`src/rtl/univ_shift_reg_n.sv`:
```
// Universal N-bit shift register with an autonomous burst-shift engine.
// "Right" moves data toward the MSB (serial-in at Q[0]); "left" moves data
// toward the LSB (serial-in at Q[WIDTH-1]).
// WIDTH is legal from 2 to 32, and CNT_W must satisfy 2**CNT_W > WIDTH.
//
// Burst request handshake: Start acts as a one-shot valid.
// - It is accepted on any rising edge where the FSM is IDLE and Len != 0.
//   The IDLE state, exposed as Busy == 0, is the ready indication.
// - Dir and Len are captured on that same edge.
// - Start is ignored while Busy is high, and ignored whenever Len == 0.
// - Completion is reported by a one-cycle Done pulse in the first IDLE cycle.
//   A new Start may be accepted in that same cycle.
module univ_shift_reg_n #(
    parameter int WIDTH = 8,
    parameter int CNT_W = 4
) (
    input  logic             Clk,
    input  logic             MR,
    input  logic [2:0]       S,
    input  logic             DSR,
    input  logic             DSL,
    input  logic [WIDTH-1:0] D,
    input  logic             Start,
    input  logic             Dir,
    input  logic [CNT_W-1:0] Len,
    output logic [WIDTH-1:0] Q,
    output logic             SOR,
    output logic             SOL,
    output logic             Busy,
    output logic             Done,
    output logic             fsm_state
);

    typedef enum logic {
        IDLE  = 1'b0,
        BURST = 1'b1
    } state_t;

    state_t           state;
    logic [CNT_W-1:0] count;
    logic             dir_q;
    logic [WIDTH-1:0] shift_r;
    logic [WIDTH-1:0] shift_l;
    logic [WIDTH-1:0] mode_q;
    logic             start_ok;

    // Serial shift candidates, shared by the mode decoder and the burst engine
    assign shift_r = {Q[WIDTH-2:0], DSR};
    assign shift_l = {DSL, Q[WIDTH-1:1]};

    // A burst is only launched for a non-zero length request
    assign start_ok = Start && (Len != '0);

    // Next register value for the idle-mode operations selected by S
    always_comb begin
        mode_q = Q;
        case (S)
            3'b000:  mode_q = Q;
            3'b001:  mode_q = shift_r;
            3'b010:  mode_q = shift_l;
            3'b011:  mode_q = D;
            3'b100:  mode_q = {Q[WIDTH-2:0], Q[WIDTH-1]};
            3'b101:  mode_q = {Q[0], Q[WIDTH-1:1]};
            3'b110:  mode_q = {Q[WIDTH-1], Q[WIDTH-1:1]};
            3'b111:  mode_q = '0;
            default: mode_q = Q;
        endcase
    end

    // Control FSM plus data register; Done is a registered one-cycle pulse
    always_ff @(posedge Clk or negedge MR) begin
        if (!MR) begin
            state <= IDLE;
            count <= '0;
            dir_q <= 1'b0;
            Q     <= '0;
            Done  <= 1'b0;
        end else begin
            case (state)
                IDLE: begin
                    Done <= 1'b0;
                    if (start_ok) begin
                        // Acceptance edge: capture the request and hold Q
                        state <= BURST;
                        count <= Len;
                        dir_q <= Dir;
                    end else begin
                        Q <= mode_q;
                    end
                end
                BURST: begin
                    Q     <= dir_q ? shift_l : shift_r;
                    count <= count - 1'b1;
                    if (count == CNT_W'(1)) begin
                        state <= IDLE;
                        Done  <= 1'b1;
                    end else begin
                        Done  <= 1'b0;
                    end
                end
                default: begin
                    state <= IDLE;
                    Done  <= 1'b0;
                end
            endcase
        end
    end

    // Serial outputs and status are pure decodes of registered state
    assign SOR       = Q[WIDTH-1];
    assign SOL       = Q[0];
    assign Busy      = (state == BURST);
    assign fsm_state = state;

endmodule
```
`config.mk`:
```
export PLATFORM = sky130hd
export DESIGN_NAME = univ_shift_reg_n
export DESIGN_NICKNAME = d
export VERILOG_FILES = /design/src/rtl/univ_shift_reg_n.sv
export SDC_FILE = /design/constraint.sdc
export NUM_CORES = 1
export LEC_CHECK = 0
export CAP_MARGIN = 20
export CORE_MARGIN = 2
export CORE_UTILIZATION = 43
export CTS_BUF_LIST = sky130_fd_sc_hd__clkbuf_4
export DETAILED_ROUTE_END_ITERATION = 8
export PLACE_DENSITY = 0.78
export SYNTH_ARGS = -nofsm -noshare
export SYNTH_HDL_FRONTEND = slang
export SYNTH_SLANG_ARGS = --single-unit
```
`constraint.sdc`:
```
create_clock -name Clk -period 1.3 [get_ports Clk]
set_input_delay 0.325 -clock Clk [delete_from_list [all_inputs] [get_ports Clk]]
set_output_delay 0.325 -clock Clk [all_outputs]
set_load 0.02 [all_outputs]
```
Yosys cells after proc, flatten, opt, wreduce, memory -nomap -nowiden --
Cells that the tools add are included.
Word-level totals: register bits after elaboration 15, word-level logic and storage cells 37
Operators by class: add/subtract/negate cells 1, equality and inequality tests 12, mux-type cells 11, bitwise gates (word level) 1, reductions and logical operators 6
Operators with widths (number):
- 8-bit case mux with 7 select lines | 1
- 8-bit 2-to-1 mux | 2
- 8-bit case mux with 2 select lines | 1
- 3-bit equality test (second input constant) | 4
- 2-bit inequality test (second input constant) | 4
- 4-bit case mux with 2 select lines | 1
- 3-bit by 2-bit equality test with 1-bit output (second input constant) | 2
- 4-bit by 1-bit equality test with 1-bit output (second input constant) | 1
- 4-bit 2-to-1 mux | 1
- 1-bit case mux with 2 select lines | 2
- 2-bit AND reduction | 2
- 4-bit nonzero test | 1
- 4-bit by 1-bit subtractor with 4-bit output (second input constant) | 1
- 3-bit by 1-bit equality test with 1-bit output (second input constant) | 1
- 3-bit logical NOT | 1
- 1-bit 2-to-1 mux | 3
- 3-bit AND reduction | 1
- 1-bit logical AND | 1
- 1-bit inverter | 1

Depth between registers and ports, before layout --
Gate-level depths: netlist of the first run.
depth in word-level cells 4, mapped depth 6, depth with buffers taken out 5

Worst setup path after synthesis of the first run --
Ideal clock, no wire load.
kind input port to flip-flop, start input S[1], end register Q[1], setup time 0.121 ns, arrival 1.384 ns, data required time 1.179 ns, slack -0.205 ns, stages 6, path buffers 2, path through buf_6 or3_1 a21oi_2 buf_6 a21oi_2 a22o_1
Between the ends: cells in the longest elaborated chain, start to end 4, elaborated cells on any way between the ends 13
RTL lines:
- start, declared | line 19 | input logic [2:0] S,
- 3-bit equality test (tied with other cells) | line 57 | case (S)
- 8-bit case mux with 7 select lines | line 57
- 8-bit 2-to-1 mux | line 82 | if (start_ok) begin
- 8-bit case mux with 2 select lines | line 79 | case (state)
- end signal, assigned | line 88 | Q <= mode_q;
- end signal, assigned | line 92 | Q <= dir_q ? shift_l : shift_r;
- end, declared | line 26 | output logic [WIDTH-1:0] Q,
Several ways; a longest one is shown, not always the timed one. The select of a mux whose other input is x is not followed. A chain may end at the register's enable or synchronous reset.

Worst setup path after layout of the first run --
start register Q[1], end register Q[0]
Between the ends: cells in the longest elaborated chain, start to end 3, elaborated cells on any way between the ends 4
RTL lines (line):
- 8-bit case mux with 7 select lines | 57
- 8-bit 2-to-1 mux | 82
- 8-bit case mux with 2 select lines (*) | 79
Every way passes the cells marked *; elsewhere a longest branch is shown, timed or not. The select of a mux whose other input is x is not followed.

==> impl_metrics.env, run 1 <==
export IMPL_synth_top_cells_by_count="dfrtp_1 (15), o21ai_0 (10), a21oi_1 (9), a221oi_1 (9), mux2i_1 (8)"
export IMPL_period_needed_ns=1.36
export IMPL_cts_tree="done"
export IMPL_vdd_ir_drop_max_uv=1560
export IMPL_grt_max_degree=16
export IMPL_cpMaxStageDelayCell="or4_4"
export IMPL_cp_required_ns=1.53
export IMPL_root_buffer="clkbuf_4"
export IMPL_antenna_found_initial=0
export IMPL_seq_area_sq_um=377
export IMPL_fmax_ghz=0.736
export IMPL_dp_hpwl_mm=2.30
export IMPL_grt_usage_pct=24.3
export IMPL_multi_input_area_sq_um=713
export IMPL_drt_wl_total_mm=3.26
export IMPL_async_flop_share_pct=100
export IMPL_nets=197
export IMPL_outcome="finished with violations"
export IMPL_rsz0062_at_grt="true"
export IMPL_failed_checks="setup timing"
export IMPL_final_core_util_pct=68.6
export IMPL_cap_violations=0
export IMPL_netlist_area_leader_share_pct=34.3
export IMPL_clk_path_buf_depth=2
export IMPL_drv_slew=0
export IMPL_hold_slack_ns=0.333
export IMPL_slew_headroom_pct=71.7
export IMPL_critPathCaptureType="register"
export IMPL_netlist_cell_type_count=33
export IMPL_crit_path_cell_trace="and2_4 -> a2111oi_2 -> or4_4 -> a21oi_2"
export IMPL_wl_per_cell_um=16.0
export IMPL_p_seq_share_pct=24.5
export IMPL_setup_viol=2
export IMPL_synth_edf_count=0
export IMPL_ys_flop_type="dfrtp_1"
export IMPL_final_period_utilization_pct=105
export IMPL_fin_ws_ns=-0.0587
export IMPL_yosysTopAreaCell="dfrtp_1"
export IMPL_io_buffers=33
export IMPL_gp_congestion=0.884
export IMPL_synthTopCellsByArea="dfrtp_1 (34%), mux2i_1 (7.3%), a221oi_1 (7.2%)"
export IMPL_io_pins=34
export IMPL_drcViolationCount=0
export IMPL_vias=1150
export IMPL_drive_above_1_share_pct=44.5
export IMPL_critPathMaxFanout=4
export IMPL_grt_pass1_wl_mm=5.15
export IMPL_chipHeight_um=54.5
export IMPL_critical_path_class="reg -> reg"
export IMPL_avgViaCountPerCell=5.67
export IMPL_swShare_pct=44.0
export IMPL_startpoint_type="register"
export IMPL_die_w_um=54.5
export IMPL_core_area_sq_mm=0.00245
export IMPL_yosysMostFrequentCell="dfrtp_1"
export IMPL_slowest_delay_ns=0.55
export IMPL_dieArea_sq_mm=0.00297
export IMPL_post_layout_nonfiller_instances=203
export IMPL_p_int_mw=2.18
export IMPL_p_comb_share_pct=67.7
export IMPL_syn_area_per_cell_sq_um=9.44
export IMPL_power_leakage_nw=0.779
export IMPL_power_switching_mw=1.72
export IMPL_arrival_ns=1.59
export IMPL_synth_seq_cells=15
export IMPL_drtAntennaViolNets=0
export IMPL_detailedRoute_firstPassIterationCount=4
export IMPL_total_power_mw=3.90
export IMPL_syn_inst=116
export IMPL_overflow=0
export IMPL_min_path_type="in -> reg"
export IMPL_grt_pass1_vias=1136
export IMPL_tightest_slew_ns=0.424
export IMPL_finClkSkew_ns=0.000541
export IMPL_start_util_pct=44.6
export IMPL_diodes=0
export IMPL_cts_inserted_buffers=3
export IMPL_synth_seq_area_share_pct=34.3
export IMPL_power_density_mw_per_mm2=2320
export IMPL_clkSinkCount=15
export IMPL_syn_nets=139
export IMPL_syn_area_sq_mm=0.00109
export IMPL_placementRows=18
export IMPL_syn2layout_area_growth_pct=53.7
export IMPL_fillers=208
export IMPL_clkSlewWorstSetupHoldPaths_ns=0.09
export IMPL_drtIter0Drc=25
export IMPL_yosysWarningCount=0
export IMPL_hold_viol=0
export IMPL_cts_htree_levels=1
export IMPL_insertion_delay_ns=0.29
export IMPL_clockPowerShare_pct=7.8
export IMPL_place_inst=194
[critical path, delay by kind of cell, from the launching register on]
kind            cells  cell delay (ns)
compound gates      2             0.19
simple gates        2             0.71
flops               1             0.40
[placed cells by master (no fill, tap or decap), types with 2 or more instances in the layout]
master	synthesis	routed
a21oi_1	9	6
a21oi_2	4	6
a221oi_1	9	5
a221oi_2	0	4
a22o_1	6	6
a22oi_1	6	6
buf_2	2	11
buf_4	3	25
buf_6	2	5
clkbuf_2	0	5
clkbuf_4	0	4
clkdlybuf4s50_1	0	12
dfrtp_1	15	14
dlygate4sd2_1	0	2
ha_1	2	2
inv_1	6	5
mux2_2	2	2
mux2i_1	8	8
nand2_1	6	6
nor2_1	3	2
nor2b_2	0	3
nor3_1	2	2
o21ai_0	10	3
o21ai_1	0	7
xor2_1	2	2
[cells by family (layout without fill, tap and decap cells)]
group,after synthesis,after routing,synth area share (%)
compound gates,51,51,34.9
xor+xnor,2,2,1.60
fa+ha+maj,2,2,2.29
buf+inv,16,73,8.11
flops,15,15,34.3
mux,10,10,9.37
simple gates,20,20,9.49
[flip-flops by register name (all words and copies together), names as in the netlist]
signal,flops
Busy,1
Q,8
Done,1
count,4
dir_q,1
[what timing repair did]
item / in CTS / in global routing
setup buffers: 2 / 3
gates resized for setup: 74 / 31
pin swaps: 5 / 6
setup endpoints to repair: 27 / 20
gates cloned: 0 / 0
hold buffers: 0 / 0
[metrics by stage]
step | setup slack, ns | area (sq um) | TNS (ns)
6_report | -0.0587 | 1680 | -0.0866
5_1_grt | -0.101 | 1680 | -0.218
4_1_cts | -0.0689 | 1660 | -0.0874
3_5_place_dp | -0.712 | 1600 | -8.73
3_3_place_gp | -0.655 | 1600 | -8.17
2_1_floorplan | -0.152 | 1100 | -1.09
[final timing paths]
kind | startpoint | endpoint | slack [ns] | cells past startpoint
hold reg to reg | count[3] | Done | 0.52 | 1
hold / removal | Len[2] | count[2] | 0.33 | 3
setup / recovery | Q[1] | Q[0] | -0.06 | 4
max in group asynchronous | MR | Busy | 0.76 | 2
setup reg to reg | Q[1] | Q[0] | -0.06 | 4
min in group asynchronous | MR | Done | 0.34 | 2
[metal layers]
metal / wire length [um] / track usage (%) / vias up
met5: 0 / 0 / -
met4: 53 / 10.0 / 0
met3: 174 / 3.28 / 4
met2: 1600 / 40.0 / 37
met1: 1430 / 31.9 / 551
li1: - / - / 558
[cell type report]
cell class,count,area share (%)
Inverter,6,1.34
Sequential cell,15,22.4
Multi-Input combinational cell,85,42.4
Clock buffer,4,1.78
Timing Repair Buffer,63,29.9
Tap cell,30,2.23
[power groups by stage]
stage                     logic, mW  clock network [mW]  registers, mW
after floorplan                1.26                   0           1.18
after global placement         2.46                   0          0.933
after detailed placement       2.54                   0          0.957
after CTS                      2.52               0.302          0.946
after global routing           2.89               0.326          0.985
final                          2.64               0.306          0.954
Power figures use the tool's default switching activity.
==> run 2: changes to the inputs <==
Settings changed: SLEW_MARGIN from default to 20.
==> results of run 2 <==
Same layout as run 1: the final DEF is identical, and so are final timing and power.
==> run 3: changes to the inputs <==
Settings changed: ABC_AREA from default to 0.
==> results of run 3 <==
Same layout as run 1: the final DEF is identical, and so are final timing and power.
